--- src/rtl/spi_master_ctrl_if.sv ---
// spi_master_ctrl_if: host handshake and SPI pin bundle for spi_master_ctrl.
// The master modport is the controller's view; slave is the host/pin side.
interface spi_master_ctrl_if #(
   parameter int DATA_WIDTH = 8
);
   logic                  start;
   logic [2:0]            sel;
   logic [DATA_WIDTH-1:0] tx_data;
   logic                  miso;
   logic                  sclk;
   logic                  mosi;
   logic                  cs_n;
   logic                  busy;
   logic                  done;
   logic [DATA_WIDTH-1:0] rx_data;

   modport master (
      input  start, sel, tx_data, miso,
      output sclk, mosi, cs_n, busy, done, rx_data
   );

   modport slave (
      output start, sel, tx_data, miso,
      input  sclk, mosi, cs_n, busy, done, rx_data
   );
endinterface

--- src/rtl/spi_master_ctrl.sv ---
// spi_master_ctrl: SPI mode-0 master, one word per start, SCLK half-period 2^sel clks.
// Optional macro SPI_CTRL_LSB_FIRST_EN selects LSB-first shifting (default MSB-first).
// All outputs come straight from flops; rst is asynchronous, active-low.
module spi_master_ctrl #(
   parameter int DATA_WIDTH = 8,
   parameter int HALF_W     = 8
) (
   input logic               clk,
   input logic               rst,
   spi_master_ctrl_if.master bus
);
   localparam int BW = $clog2(DATA_WIDTH + 1);

   typedef enum logic [1:0] {IDLE, SETUP, XFER, FINISH} state_t;

   state_t                state_q, state_d;
   logic [2:0]            sel_q, sel_d;
   logic [HALF_W-1:0]     half_q, half_d;
   logic [BW-1:0]         bit_cnt_q, bit_cnt_d;
   logic [DATA_WIDTH-1:0] tx_shift_q, tx_shift_d;
   logic [DATA_WIDTH-1:0] rx_shift_q, rx_shift_d;
   logic [DATA_WIDTH-1:0] rx_data_q, rx_data_d;
   logic                  sclk_q, sclk_d;
   logic                  mosi_q, mosi_d;
   logic                  cs_n_q, cs_n_d;
   logic                  busy_q, busy_d;
   logic                  done_q, done_d;

   // Half-period reload values: from the live sel when starting, from the
   // captured sel_q during the transfer so sel changes cannot disturb it.
   logic [HALF_W-1:0] start_reload;
   logic [HALF_W-1:0] run_reload;
   assign start_reload = (HALF_W'(1) << bus.sel) - HALF_W'(1);
   assign run_reload   = (HALF_W'(1) << sel_q)   - HALF_W'(1);

   // Bit-order dependent shift paths.
   logic                  tx_first;
   logic [DATA_WIDTH-1:0] tx_shifted;
   logic                  tx_next;
   logic [DATA_WIDTH-1:0] rx_shifted;
`ifdef SPI_CTRL_LSB_FIRST_EN
   assign tx_first   = bus.tx_data[0];
   assign tx_shifted = tx_shift_q >> 1;
   assign tx_next    = tx_shifted[0];
   assign rx_shifted = {bus.miso, rx_shift_q[DATA_WIDTH-1:1]};
`else
   assign tx_first   = bus.tx_data[DATA_WIDTH-1];
   assign tx_shifted = tx_shift_q << 1;
   assign tx_next    = tx_shifted[DATA_WIDTH-1];
   assign rx_shifted = {rx_shift_q[DATA_WIDTH-2:0], bus.miso};
`endif

   // Next-state and next-output logic for the transfer sequencer.
   always_comb begin
      state_d    = state_q;
      sel_d      = sel_q;
      half_d     = half_q;
      bit_cnt_d  = bit_cnt_q;
      tx_shift_d = tx_shift_q;
      rx_shift_d = rx_shift_q;
      rx_data_d  = rx_data_q;
      sclk_d     = sclk_q;
      mosi_d     = mosi_q;
      cs_n_d     = cs_n_q;
      busy_d     = busy_q;
      done_d     = 1'b0;
      unique case (state_q)
         IDLE: begin
            if (bus.start) begin
               state_d    = SETUP;
               sel_d      = bus.sel;
               half_d     = start_reload;
               bit_cnt_d  = '0;
               tx_shift_d = bus.tx_data;
               rx_shift_d = '0;
               mosi_d     = tx_first;
               sclk_d     = 1'b0;
               cs_n_d     = 1'b0;
               busy_d     = 1'b1;
            end
         end
         // SETUP is just the first low half-period, so it shares XFER's timing.
         SETUP, XFER: begin
            if (half_q != '0) begin
               half_d = half_q - HALF_W'(1);
            end else begin
               half_d = run_reload;
               if (!sclk_q) begin
                  // Rising edge: sample miso, count the bit.
                  state_d    = XFER;
                  sclk_d     = 1'b1;
                  rx_shift_d = rx_shifted;
                  bit_cnt_d  = bit_cnt_q + BW'(1);
               end else begin
                  // Falling edge: advance mosi unless this closes the last bit.
                  sclk_d = 1'b0;
                  if (bit_cnt_q == BW'(DATA_WIDTH)) begin
                     state_d = FINISH;
                  end else begin
                     tx_shift_d = tx_shifted;
                     mosi_d     = tx_next;
                  end
               end
            end
         end
         FINISH: begin
            state_d   = IDLE;
            cs_n_d    = 1'b1;
            busy_d    = 1'b0;
            done_d    = 1'b1;
            rx_data_d = rx_shift_q;
            mosi_d    = 1'b0;
            half_d    = '0;
            bit_cnt_d = '0;
         end
         default: state_d = IDLE;
      endcase
   end

   // State and output registers with asynchronous active-low reset.
   always_ff @(posedge clk or negedge rst) begin
      if (!rst) begin
         state_q    <= IDLE;
         sel_q      <= '0;
         half_q     <= '0;
         bit_cnt_q  <= '0;
         tx_shift_q <= '0;
         rx_shift_q <= '0;
         rx_data_q  <= '0;
         sclk_q     <= 1'b0;
         mosi_q     <= 1'b0;
         cs_n_q     <= 1'b1;
         busy_q     <= 1'b0;
         done_q     <= 1'b0;
      end else begin
         state_q    <= state_d;
         sel_q      <= sel_d;
         half_q     <= half_d;
         bit_cnt_q  <= bit_cnt_d;
         tx_shift_q <= tx_shift_d;
         rx_shift_q <= rx_shift_d;
         rx_data_q  <= rx_data_d;
         sclk_q     <= sclk_d;
         mosi_q     <= mosi_d;
         cs_n_q     <= cs_n_d;
         busy_q     <= busy_d;
         done_q     <= done_d;
      end
   end

   assign bus.sclk    = sclk_q;
   assign bus.mosi    = mosi_q;
   assign bus.cs_n    = cs_n_q;
   assign bus.busy    = busy_q;
   assign bus.done    = done_q;
   assign bus.rx_data = rx_data_q;
endmodule

--- src/flat_wrapper.sv ---
// flat-port wrapper written by rule: the top's interface ports become plain ports
module spi_master_ctrl_flat 
#(
   parameter int DATA_WIDTH = 8,
   parameter int HALF_W     = 8
)
  (clk, rst, bus_start, bus_sel, bus_tx_data, bus_miso, bus_sclk, bus_mosi, bus_cs_n, bus_busy, bus_done, bus_rx_data);
  spi_master_ctrl_if #(.DATA_WIDTH(DATA_WIDTH)) bus_i ();
  input logic clk;
  input logic rst;
  input wire logic [$bits(bus_i.start)-1:0] bus_start;
  input wire logic [$bits(bus_i.sel)-1:0] bus_sel;
  input wire logic [$bits(bus_i.tx_data)-1:0] bus_tx_data;
  input wire logic [$bits(bus_i.miso)-1:0] bus_miso;
  output wire logic [$bits(bus_i.sclk)-1:0] bus_sclk;
  output wire logic [$bits(bus_i.mosi)-1:0] bus_mosi;
  output wire logic [$bits(bus_i.cs_n)-1:0] bus_cs_n;
  output wire logic [$bits(bus_i.busy)-1:0] bus_busy;
  output wire logic [$bits(bus_i.done)-1:0] bus_done;
  output wire logic [$bits(bus_i.rx_data)-1:0] bus_rx_data;
  assign bus_i.start = bus_start;
  assign bus_i.sel = bus_sel;
  assign bus_i.tx_data = bus_tx_data;
  assign bus_i.miso = bus_miso;
  assign bus_sclk = bus_i.sclk;
  assign bus_mosi = bus_i.mosi;
  assign bus_cs_n = bus_i.cs_n;
  assign bus_busy = bus_i.busy;
  assign bus_done = bus_i.done;
  assign bus_rx_data = bus_i.rx_data;
  spi_master_ctrl #(.DATA_WIDTH(DATA_WIDTH), .HALF_W(HALF_W)) u_core (.clk(clk), .rst(rst), .bus(bus_i));
endmodule
--- config.mk ---
export PLATFORM = sky130hd
export DESIGN_NAME = spi_master_ctrl_flat
export DESIGN_NICKNAME = d
export VERILOG_FILES = /design/src/rtl/spi_master_ctrl_if.sv /design/src/rtl/spi_master_ctrl.sv /design/src/flat_wrapper.sv
export SDC_FILE = /design/constraint.sdc
export NUM_CORES = 1
export LEC_CHECK = 0
export ABC_CLOCK_PERIOD_IN_PS = 5600
export CORE_ASPECT_RATIO = 1.5
export CORE_UTILIZATION = 55
export DETAILED_ROUTE_END_ITERATION = 7
export PLACE_DENSITY = 0.84
export SLEW_MARGIN = 40
export SYNTH_ARGS = -nofsm -noshare
export SYNTH_HDL_FRONTEND = slang
export SYNTH_SLANG_ARGS = --single-unit
--- constraint.sdc ---
create_clock -name clk -period 5.6 [get_ports clk]
set_clock_uncertainty 0.2 [all_clocks]
set_input_delay 1.12 -clock clk [delete_from_list [all_inputs] [get_ports clk]]
set_output_delay 1.12 -clock clk [all_outputs]
set_load 0.005 [all_outputs]
Yosys cells after proc, flatten, opt, wreduce, memory -nomap -nowiden

Index checks and enable logic that the tools add are counted.

Bitwise logic cells: 0
Equality and inequality tests: 10
Order comparisons: 0
Shift operators: 2
Div/mod/pow operators: 0
$add $sub $neg: 4
Multiply operators: 0
Reductions and logical operators: 13
Muxes and demuxes: 34

Operator list:

| kind                | number |
|---|---|
| $mux 8              | 5 |
| $mux 7              | 4 |
| $pmux 8 s3          | 1 |
| $pmux 8 s2          | 1 |
| $shl 1x3->8 const A | 2 |
| $sub 8x2->8 const B | 2 |
| $pmux 7 s2          | 1 |
| $mux 4              | 3 |
| $pmux 4 s3          | 1 |
| $mux 1              | 9 |
| $reduce_and 3->1    | 3 |
| $mux 2              | 4 |
| $ne 2x2->1 const B  | 4 |
| $reduce_and 4->1    | 2 |
| $reduce_bool 8->1   | 1 |
| $sub 8x1->8 const B | 1 |
| $pmux 1 s2          | 3 |
| $pmux 2 s3          | 1 |
| $reduce_and 5->1    | 1 |
| $add 4x1->4 const B | 1 |
| $eq 2x2->1 const B  | 2 |
| $eq 4x4->1 const B  | 1 |
| $reduce_and 2->1    | 2 |
| $reduce_bool 2->1   | 2 |
| 6 further kinds     | 6 |

ROM bits: 0
Input bits: 15
Bits in writable memories: 0
Output and inout port bits: 13
Latch bits: 0
Register bits: 45
Memories kept: 0
Word-level logic and storage cells: 75

Longest topological paths before layout

Gate-level depths: netlist of run 1.

Word-level depth: 5
Gate-level depth with buffers: 10
Mapped depth without buffers: 8

Least setup slack after synthesis of run 1

Ideal clock, no wire load.

Kind: in2reg
Start: input port bus_sel[2]
End: register u_core.half_q[6]
Stages: 9
Data arrival time: 2.602 ns
Library setup time: 0.077 ns
Path buffers: 2
Setup slack: 2.721 ns
Required time: 5.323 ns
Cell sequence: clkbuf_1 > or3_1 > ha_1 > clkbuf_1 > xnor2_1 > nand3_1 > a21oi_1 > o22ai_1 > a21oi_1

Cells in the longest elaborated chain, start to end: 4

Ends and longest elaborated chain:

| what                   | RTL line               | source |
|---|---|---|
| start: declaration     | flat_wrapper.sv:12     | `input wire logic [$bits(bus_i.sel)-1:0] bus_sel;` |
| $shl 1x3->8            | spi_master_ctrl.sv:33  | `assign start_reload = (HALF_W'(1) << bus.sel) - HALF_W'(1);` |
| $sub 8x2->8            | spi_master_ctrl.sv:33  |  |
| $mux 8                 | spi_master_ctrl.sv:69  | `if (bus.start) begin` |
| $pmux 8 s3             | spi_master_ctrl.sv:67  | `unique case (state_q)` |
| end signal: assignment | spi_master_ctrl.sv:138 | `half_q <= half_d;` |
| end: declaration       | spi_master_ctrl.sv:18  | `logic [HALF_W-1:0] half_q, half_d;` |

Every way passes these cells. The select of a mux whose other input is x is not followed.
A chain may end at the register's enable or synchronous reset.

Worst setup path in the final report of run 1

Start: input port bus_start
End: register u_core.tx_shift_q[6]

Cells in the longest elaborated chain, start to end: 2

Ends and longest elaborated chain:

| what                       | RTL line               | source |
|---|---|---|
| start: declaration         | flat_wrapper.sv:11     | `input wire logic [$bits(bus_i.start)-1:0] bus_start;` |
| $ne 2x2->1 (no line)       | --                     |  |
| $reduce_and 5->1 (no line) | --                     |  |
| end signal: assignment     | spi_master_ctrl.sv:140 | `tx_shift_q <= tx_shift_d;` |
| end: declaration           | spi_master_ctrl.sv:20  | `logic [DATA_WIDTH-1:0] tx_shift_q, tx_shift_d;` |

Every way passes these cells.

==> metrics list, run 1 <==
- Die width: 56.9 µm
- Fraction of final layout cells with drive strength greater than 1: 15.1%
- Summing every instance area after synthesis gives 2490 µm².
- Total of buffers placed on input and output ports: 27
- The number of antenna diodes in the final layout is 0.
* Number of clock sinks seen by CTS: 45
- Static timing analysis puts the maximum clock frequency at 318 MHz.
* Nets@finish: about 300
* Remaining global-route overflow: 0
- Max_slew headroom: 63.0%
- Net count after synthesis: 282
- Setup violators final: 0
* Initial detailed-routing violation count: 59
- The Yosys step of the flow raised 0 warnings.
- The first global-routing pass estimated 8850 µm of wire.
- STA classifies the critical path endpoint as a flop.
- Synth async-reset ratio: 100%
- For this design, the CTS-stage hold fixing added 0 buffers.
* Share of synthesized area occupied by flip-flops and latches: a little under half
- Summed over all cells, the static leakage comes to 1.22 nW.
- Number of setup buffers added after CTS: 0
- Predominant post-synthesis flop cell: sky130_fd_sc_hd__dfrtp_1
* Floorplan Core Area: 4280 µm²
* CTS tree: yes
- Yosys mapped the design onto 44 distinct sky130hd cell types.
- Number of nets with antenna violations after routing: 0
- Post-layout minimum cycle time: approximately 3.1 ns
* Routed length per placed instance: 15.4 µm
- Total power: 1.36 mW
- Setup slack at placement: 2.16 ns
- Router iterations before antenna repair: 4
- Start-to-end type of the worst setup path: input pin to flop
- Launching element type of the critical path: input pin
- No sink is reached through more buffers than the 2 on the longest clock path.
- Summing all flip-flop and latch instances after layout gives 1130 µm².
* Standard-cell row count: 29
- Reg clk slew, reported paths: 0.08 ns
* Total Die Area: approximately 4800 µm²
- Routability-driven placement finished with a final weighted congestion of 0.880.
* Overall via count from detail_route: roughly 2000
- The max-slew violation count came to 0.
* Highest net fanout along the worst path: 14
- Data on the critical path arrives at its endpoint at around 3.1 ns.
* Area share of the leading cell type in the synthesized netlist: between 40% and 50%
- Largest net degree at the start of global routing: 46
* Layout-stage area growth over the synthesis result: 14.5%
* # fillers: 363
- The via count of the first global-routing pass is around 2000.
- Final HPWL DP: roughly 3600 µm
* Worst Tran Pin Value: 0.555 ns
* RSZ-0062 raised after global routing: false
* Total I/O pin count: 28
- Combined area of the multi-input logic cells: 1250 µm²
* Vertical extent of the die: 84.4 µm
- The cell sitting at the root of the clock tree is a sky130_fd_sc_hd__clkbuf_8.
* Clock latency of the later-clocked register in the worst-skew pair: 0.30 ns
- FF+latch count, synth: 45
- Summed over all layers, the routed wires come to between 5000 and 6000 µm.
- Synthesized area divided by synthesized cell count: 9.65 µm²
- Critical path required time: 5.59 ns
- Across all setup checks in the final design, the least slack found is approximately 2.5 ns.
- sky130_fd_sc_hd__dfrtp_1 takes more of the synthesized area than any other cell.
* Status: complete, no violations
- Dividing the detail-routed via count by the number of cells gives 6.00.
- All-layer global routing usage: 23.7%
- Setup tns final: 0 ns
- Instance count of the mapped netlist: 258
- The initial antenna violation count is 0.
* Number of gates resized after CTS: 0
* Post-route fraction of the period consumed by the critical path: 56.1%
- HP Class: flop to flop
- For this design the ratio of total power to cell area is ~480 nW/µm².
- Initial standard-cell utilization of the core: 58.2%
* Peak ir drop on the vdd network: 333 µV
* Max-cap violation count: 0
- In this run, CTS created clock tree buffers numbering 5.
- Final hold violation count: 0
- Depth of the CTS H-tree: 2
* Most area-consuming cells after synthesis: sky130_fd_sc_hd__dfrtp_1 (44%), sky130_fd_sc_hd__mux2_2 (11%), sky130_fd_sc_hd__o21ai_0 (5.0%)
* Remaining routing DRC violations: 0
- Number of enable flip-flop cells after synthesis: 0
[metal layers]
layer	global-route usage [%]	vias up	routed length (µm)
met5	0	-	0
li1	-	950	-
met2	41.0	33	2650
met4	11.5	0	102
met3	4.31	9	161
met1	28.0	959	2090
[cells in the mapped netlist (3+ instances only)]
library cell	count
sky130_fd_sc_hd__o22ai_1	4
sky130_fd_sc_hd__clkbuf_1	10
sky130_fd_sc_hd__nor3_1	6
sky130_fd_sc_hd__buf_2	3
sky130_fd_sc_hd__dfrtp_1	44
sky130_fd_sc_hd__o21ai_0	25
sky130_fd_sc_hd__mux2_2	24
sky130_fd_sc_hd__nand3_1	6
sky130_fd_sc_hd__xnor2_1	6
sky130_fd_sc_hd__a22o_1	3
sky130_fd_sc_hd__nand2_1	31
sky130_fd_sc_hd__inv_1	10
sky130_fd_sc_hd__nor2_1	20
sky130_fd_sc_hd__nor3b_1	3
sky130_fd_sc_hd__a21oi_1	13
sky130_fd_sc_hd__o211ai_1	3
sky130_fd_sc_hd__ha_1	9
sky130_fd_sc_hd__mux2i_1	5
[sequential cells by signal, indices dropped and copies added, names as in the netlist, 2 cells and up]
| register | count |
|---|---|
| u_core.bus.rx_data | 8 |
| u_core.half_q | 8 |
| u_core.rx_shift_q | 8 |
| u_core.tx_shift_q | 7 |
| u_core.bit_cnt_q | 4 |
| u_core.sel_q | 3 |
| u_core.state_q | 2 |
[cell families after synthesis]
group / count (synthesis) / synth area share, %
flops: 45 / 45.3
xor+xnor: 6 / 2.11
buf+inv: 26 / 4.37
simple gates: 81 / 15.5
compound gates: 62 / 15.3
mux: 29 / 12.9
fa+ha+maj: 9 / 4.52
[where the power goes]
group	internal [mW]	total, mW	leakage, nW	switching [mW]
Clock	0.100	0.213	0.0512	0.113
Sequential	0.414	0.502	0.584	0.0884
Combinational	0.295	0.642	0.585	0.347
Total	0.808	1.36	1.22	0.549
[critical path, cell delays in order]
cell                              delay (ns)
sky130_fd_sc_hd__clkdlybuf4s50_1        0.58
sky130_fd_sc_hd__nand2b_1               0.46
sky130_fd_sc_hd__o21ai_0                0.32
sky130_fd_sc_hd__a21oi_4                0.29
sky130_fd_sc_hd__mux2_2                 0.36
[layout by cell type (no fill, tap or decap), drive strengths merged, types with 4 or more instances in the layout]
master,instances
a21oi,14
clkbuf,6
clkdlybuf4s50,26
dfrtp,44
ha,9
inv,11
mux2,24
mux2i,5
nand2,31
nand3,6
nor2,20
nor3,7
o21ai,25
o22ai,4
xnor2,6
[final timing paths]
check / end / from / cells after the start / slack (ns)
min: u_core.tx_shift_q[3]$_DFFE_PN0P_ / u_core.tx_shift_q[3]$_DFFE_PN0P_ / 1 / 0.31
min in group asynchronous: u_core.bus.rx_data[5]$_DFFE_PN0P_ / rst / 1 / 0.60
max reg2reg: u_core.rx_shift_q[0]$_DFFE_PN0P_ / u_core.half_q[0]$_DFFE_PN0P_ / 6 / 2.95
min reg2reg: u_core.tx_shift_q[3]$_DFFE_PN0P_ / u_core.tx_shift_q[3]$_DFFE_PN0P_ / 1 / 0.31
max: u_core.tx_shift_q[6]$_DFFE_PN0P_ / bus_start / 5 / 2.46
max in group asynchronous: u_core.tx_shift_q[6]$_DFFE_PN0P_ / rst / 1 / 4.22
[cell type report]
class                           instances  area share (%)
Tap cell                               46            2.02
Multi-Input combinational cell        187            44.0
Sequential cell                        45            39.5
Inverter                               11            1.45
Clock buffer                            6            2.90
Clock inverter                          2           0.483
Timing Repair Buffer                   28            9.65
[metrics by stage]
stage          cells  cell area, µm²  util [%]  hold slack [ns]
2_1_floorplan    258            2490         -            0.266
3_3_place_gp     317            2750      64.3            0.284
3_5_place_dp     317            2760      64.3            0.292
4_1_cts          325            2850      66.6            0.312
5_1_grt          325            2850      66.6            0.323
6_report         325            2850      66.6            0.308
Note: power is estimated with default switching activity, not from simulation.
==> run 2: changes to the inputs <==
Settings changed: ABC_CLOCK_PERIOD_IN_PS 5600 to 2800, CORE_UTILIZATION 55 to 50, PLACE_DENSITY 0.84 to 0.81.
Clock period 5.6 ns to 2.8 ns, I/O delays scaled along.
==> run 2 against run 1 <==
Net effect: hold slack lost 0.0013 ns; register-to-register slack lost 2.8 ns; largest power group unchanged; sequential cell count is the same; non-clock buffer count grew 12; clock power grew 130%; critical path depth grew 2; wire length grew 8.2%; sequential share of layout area shrank 1.7 points; worst setup slack lost 2.3 ns.
==> metrics list, run 2 (synthesis gave the netlist of run 1 again) <==
- Most frequent cells in the layout: sky130_fd_sc_hd__dfrtp_1 (44), sky130_fd_sc_hd__nand2_1 (31), sky130_fd_sc_hd__clkdlybuf4s50_1 (26)
- In this design, the largest share of critical-path delay is due to simple AND/OR/NAND/NOR gates.
- In this run the critical register-to-register path is captured at u_core.bus.mosi$_DFFE_PN0P_.
- Critical path required time: about 2.8 ns
- Number of nets with antenna violations after routing: 0
- Peak Freq: 384 MHz
* Number of antenna violations at the first check in global routing: 0
* RD Place Congestion: 0.895
- Nets@finish: 314
- The path with the worst hold slack has its endpoint at u_core.bus.cs_n$_DFFE_PN1P_.
- The die covers roughly 5300 µm².
* Via count of the first global-routing pass: 2034
- In this run the power density over the cells is ~960 nW/µm².
- The post-route netlist has between 10% and 20% of its cells at a drive strength greater than 1.
* Overall via count from detail_route: 2042
* Max_slew headroom: between 50% and 60%
- The startpoint identified for the worst register-to-register timing path is u_core.half_q[1]$_DFFE_PN0P_.
- Buffers placed on the I/O ports in this run total 27.
- Total leakage power: about 1.3 nW
* Clock latency of the later-clocked register in the worst-skew pair: 0.30 ns
* Via density: 5.72
* First-pass GRT wire length: about 9100 µm
- Largest buffer count on any clock path: 2
* Final non-filler cell area: 2980 µm²
- RSZ-0062 raised after global routing: false
- Die width: 59.6 µm
- The path class of the tightest hold or removal check is flop to flop.
- Reg clk slew, reported paths: 0.09 ns
- VDD sags by at most 644 µV.
- TritonCTS built the clock tree.
* Most common cell after layout, fill and taps aside: sky130_fd_sc_hd__dfrtp_1
* Depth of the CTS H-tree: 2
- Initial detailed-routing violation count: 95
- Cell-by-cell trace of the critical path: inv_1 -> ha_1 -> nor3b_1 -> nand2b_4 -> or2_4 -> a21oi_1 -> mux2_2
- Buffering stage count on the worst path with inverters included: 1
- Entering global routing, the biggest net connects 21 pins.
- Wires add up to 5420 µm.
* # fillers: between 400 and 500
* Initial standard-cell utilization of the core: between 50% and 60%
- Post-route fraction of the period consumed by the critical path: 92.9%
- The startpoint identified for the worst hold timing path is u_core.bus.cs_n$_DFFE_PN1P_.
- In this run the core area contains 31 standard-cell rows.
- The worst setup path is captured at a flop.
- The setup path with the least slack is of type flop to flop.
* All-layer global routing usage: between 20 and 25%
- STA classifies the critical path startpoint as a flop.
* Highest net fanout along the worst path: 10
- In this run, CTS created clock tree buffers numbering 5.
- Internal reg-to-reg setup slack: 0.20 ns
* Status: complete, no violations
- Setup violations remaining at the end of the flow were counted as 0.
* Number of clock sinks seen by CTS: 45
- In the routed design, unresolved DRC markers number 0.
* Floorplan Core Area: 4810 µm²
- Detailed placement ended at an HPWL of 3970 µm.
* Worst-case reg-to-reg path depth: 7
- Placement Cell Area: roughly 2900 µm²
* Layout-stage area growth over the synthesis result: 19.7%
* Antenna cells: 0
- The final number of hold-violating endpoints is 0.
- After layout, the minimum clock period comes to 2.60 ns.
* Max-slew violation total from the final report: 0
- Adding up every negative setup slack in the final design gives 0 ns.
* Routed length per placed instance: roughly 15 µm
- The worst hold path passes through 2 cells.
- The first TritonRoute pass finished after 4 iterations.
- On the worst path, the slowest cell contributes a delay of approximately 0.47 ns.
- Pin placement for this block handled 28 I/O pins.
* Remaining global-route overflow: 0
- Worst Tran Pin Value: 0.620 ns
- Data on the critical path arrives at its endpoint at 2.60 ns.
- Max-cap violation count: 0
- For this design, the slowest cell found on the critical path is sky130_fd_sc_hd__nor3b_1.
- The die is 88.4 µm tall.
- Root Buffer Master: sky130_fd_sc_hd__clkbuf_8
run 2: changes by cell type in the layout (fill, tap and decap cells not counted), sizes merged:
cell / previous run / this run
bufinv: 0 / 1
dlygate4sd3: 0 / 1
buf: 2 / 13
clkinv: 2 / 1
run 2: how the worst max path moves through the flow:
stage	slack, ns	depth (start not counted)	end	startpoint
after floorplan	0.34	7	u_core.tx_shift_q[1]$_DFFE_PN0P_	u_core.half_q[2]$_DFFE_PN0P_
after global placement	0.27	8	u_core.half_q[6]$_DFFE_PN0P_	bus_sel[2]
after detailed placement	0.22	8	u_core.half_q[6]$_DFFE_PN0P_	bus_sel[2]
after CTS	0.21	7	u_core.bus.mosi$_DFFE_PN0P_	u_core.half_q[1]$_DFFE_PN0P_
after global routing	0.07	7	u_core.bus.mosi$_DFFE_PN0P_	u_core.half_q[1]$_DFFE_PN0P_
final	0.20	7	u_core.bus.mosi$_DFFE_PN0P_	u_core.half_q[1]$_DFFE_PN0P_
run 2: layer usage:
layer	up-vias	routed length (µm)	GRT usage, %
li1	972	-	-
met1	1004	2240	27.5
met2	53	2830	40.0
met3	13	196	4.24
met4	0	147	10.4
met5	-	0	0
run 2: cell type report:
type / count / area (µm²) / area share, %
clock buffers: 6 / 72.6 / 2.43
clock inverters: 2 / 38.8 / 1.30
inverters: 11 / 41.3 / 1.38
multi-input cells: 187 / 1250 / 42.0
flip-flops and latches: 45 / 1130 / 37.8
well taps: 66 / 82.6 / 2.77
repair buffers: 40 / 365 / 12.3
run 2: worst register-to-register path, cell delays in order, from the launching register on:
cell and delay, ns:
sky130_fd_sc_hd__dfrtp_1 0.42, sky130_fd_sc_hd__inv_1 0.11, sky130_fd_sc_hd__ha_1 0.17, sky130_fd_sc_hd__nor3b_1 0.47, sky130_fd_sc_hd__nand2b_4 0.16, sky130_fd_sc_hd__or2_4 0.30, sky130_fd_sc_hd__a21oi_1 0.29, sky130_fd_sc_hd__mux2_2 0.37
run 2: metrics by stage:
step | setup WS [ns] | instances | total power, mW | util, % | hold slack (ns)
3_5_place_dp | 0.222 | 348 | 2.37 | 59.5 | 0.280
3_3_place_gp | 0.274 | 348 | 2.32 | 59.5 | 0.280
4_1_cts | 0.214 | 357 | 2.87 | 62.0 | 0.310
6_report | 0.198 | 357 | 2.86 | 62.0 | 0.306
2_1_floorplan | 0.344 | 258 | 1.97 | - | 0.0644
5_1_grt | 0.0686 | 357 | 3.06 | 62.0 | 0.325
run 2: report_power, final:
part           leakage (nW)  internal, mW  switching, mW  total, mW
combinational         0.641         0.635          0.726       1.36
sequential            0.584         0.827          0.176       1.00
clock                0.0554         0.268          0.228      0.496
run 2: timing repair:
item	in CTS	in global routing
endpoints found under the hold margin	12	0
hold buffers	1	0
buffers inserted	0	0
gates resized for setup	0	0
==> run 3: changes to the inputs <==
Settings changed: MAX_ROUTING_LAYER set to met4.
==> run 3 against run 2 <==
Net effect: critical path depth shrank 2; non-clock buffer count unchanged; die area unchanged; sequential power barely moved; global-route usage grew 0.45 points; total power down 3.4%; core utilization shrank 0.49 points; design area down 0.80%; sequential cell count is the same; clock power decreased by 19%; final cell count stayed put; maximum frequency is 5.7% higher.
==> metrics list, run 3 (synthesis gave the netlist of run 1 again) <==
- The die covers approximately 5300 µm².
* Status: complete, no violations
- After legalization and detailed placement, the total HPWL measured between 3000 and 4000 µm.
* Setup tns final: 0 ns
- Measured against its own limit, the worst slew margin works out to a little under two thirds.
* RD Place Congestion: about 0.9
- Along the worst hold path, the cell count comes to 2.
- Largest incremental delay on the critical path: 0.56 ns
- Max-slew violation total from the final report: 0
* All-layer global routing usage: 23.5%
- Largest buffer count on any clock path: 2
- TritonCTS built the clock tree.
- Max-cap violation count: 0
- Critical path data arrival time: about 2.5 ns
- Launching element type of the critical path: flop
- After clock tree synthesis, the clock-pin slew on the worst setup and hold paths is 0.09 ns.
* Peak ir drop on the vdd network: about 530 µV
* Worst-case reg-to-reg path depth: 5
- Number of buffers inserted during clock tree synthesis: 5
- In this run the horizontal extent of the chip is 59.6 µm.
- The first TritonRoute pass finished after 4 iterations.
* Crit. End Element: flop
* Root Buffer Master: sky130_fd_sc_hd__clkbuf_8
- Fraction of final layout cells with drive strength greater than 1: 17.9%
- In this design, the largest share of critical-path delay is due to simple AND/OR/NAND/NOR gates.
* Total I/O pin count: 28
* Standard-cell row count: 31
* Via count of the first global-routing pass: 1994
- Overall via count from detail_route: 2024
* Critical path required time: 2.79 ns
- On the critical path, the stage with the largest delay is an instance of sky130_fd_sc_hd__or4_1.
- Entering global routing, the biggest net connects 20 pins.
- Final core utilization: 61.5%
- Wires add up to 5380 µm.
- Walking the worst path, the cells encountered are or4_1 -> nand2b_4 -> or2_4 -> a21oi_1 -> mux2_2.
* Startpoint of the worst-slack reg-to-reg timing path: u_core.half_q[2]$_DFFE_PN0P_
* Total of buffers placed on input and output ports: 27
* Floorplan Core Area: 4810 µm²
- Number of antenna violations at the first check in global routing: 0
- Peak Freq: 406 MHz
- Summed over all layers, the global routing overflow is 0.
- Hold EP: u_core.bus.cs_n$_DFFE_PN1P_
* Endpoint of the worst register-to-register path: u_core.bus.mosi$_DFFE_PN0P_
- Total leakage power: between 1 and 1.5 nW
- Counting every sink on the clock net gives 45.
- RSZ-0062 raised after global routing: false
* Remaining routing DRC violations: 0
- Launch point of the worst hold path: u_core.bus.cs_n$_DFFE_PN1P_
- Post-route fraction of the period consumed by the critical path: 87.9%
* Initial standard-cell utilization of the core: 51.8%
- The final number of hold-violating endpoints was 0.
- The worst path needs approximately 2.5 ns of the cycle, external delays included.
* Vertical extent of the die: 88.4 µm
* Layout-stage area growth over the synthesis result: 18.8%
* Internal reg-to-reg setup slack: 0.34 ns
* Antenna cells: 0
- Routed length per placed instance: 15.1 µm
- At the pin with the least slew margin, the transition time is approximately 0.53 ns.
- Highest net fanout along the worst path: 10
* HP Class: flop to flop
- Setup violators final: 0
* Power Dens Cells: 934 nW/µm²
- The detailed router finished its first iteration with 73 violations.
- Number of setup buffers added after CTS: 0
- The library cell used most frequently in the layout, excluding fill and tap cells, is sky130_fd_sc_hd__dfrtp_1.
- At the later pin of the worst-skew pair, clock insertion delay measures 0.31 ns.
* Buffering stage count on the worst path with inverters included: 0
- The critical path is of the flop to flop type.
- Using the TritonRoute via totals, the vias-per-cell ratio works out to 5.67.
* Most frequent cells in the layout: sky130_fd_sc_hd__dfrtp_1 (44), sky130_fd_sc_hd__nand2_1 (31), sky130_fd_sc_hd__clkdlybuf4s50_1 (26)
- Number of nets with antenna violations after routing: 0
- Final non-filler cell area: 2960 µm²
- Placement Cell Area: 2860 µm²
- First-pass GRT wire length: 9000 µm
- The number of gates resized after CTS was 0.
- The net count of the finished layout is 314.
* Hold buffers post-CTS: 1
* Depth of the CTS H-tree: 2
==> run 3: cell count changes in the layout (fill, tap and decap cells not counted), sizes merged <==
cell | previous run | this run
clkinv | 1 | 0
bufinv | 1 | 0
clkinvlp | 0 | 2
==> run 3: metrics by stage <==
stage	setup WS, ns	std cells	power (mW)	hold slack, ns
4_1_cts	0.350	357	2.78	0.310
3_3_place_gp	0.265	348	2.32	0.271
2_1_floorplan	0.344	258	1.97	0.0644
3_5_place_dp	0.224	348	2.36	0.279
6_report	0.339	357	2.76	0.305
5_1_grt	0.212	357	2.97	0.320
==> run 3: worst register-to-register path, delay by kind of cell (launching register included) <==
kind	cells	cell delay (ns)
multiplexers	1	0.37
flip-flops	1	0.46
AO/OA/AOI/OAI	1	0.27
AND/OR/NAND/NOR	3	1.05
==> run 3: metal layers <==
layer	vias up	GRT usage, %	routed length (µm)
li1	973	-	-
met1	977	26.2	2210
met4	0	12.1	185
met2	56	40.6	2800
met3	18	3.07	187
met5	-	-	0
==> run 3: how the worst max path moves through the flow <==
stage,startpoint,slack [ns],end,depth (start not counted)
final,u_core.half_q[2]$_DFFE_PN0P_,0.34,u_core.bus.mosi$_DFFE_PN0P_,5
after global routing,u_core.half_q[0]$_DFFE_PN0P_,0.21,u_core.rx_shift_q[3]$_DFFE_PN0P_,6
after CTS,u_core.half_q[2]$_DFFE_PN0P_,0.35,u_core.tx_shift_q[2]$_DFFE_PN0P_,5
after detailed placement,bus_sel[2],0.22,u_core.half_q[6]$_DFFE_PN0P_,8
after global placement,bus_sel[2],0.26,u_core.half_q[6]$_DFFE_PN0P_,8
after floorplan,u_core.half_q[2]$_DFFE_PN0P_,0.34,u_core.tx_shift_q[1]$_DFFE_PN0P_,7
==> run 3: cell type report <==
cell class	count	area, µm²
Clock inverter	2	15.0
Fill cell	414	1850
Inverter	11	41.3
Sequential cell	45	1130
Multi-Input combinational cell	187	1250
Tap cell	66	82.6
Clock buffer	6	72.6
Timing Repair Buffer	40	365
==> run 3: report_power, final <==
part	total [mW]	internal, mW	switching, mW
combinational	1.35	0.634	0.717
sequential	1.01	0.827	0.181
clock	0.403	0.176	0.227
total	2.76	1.64	1.13
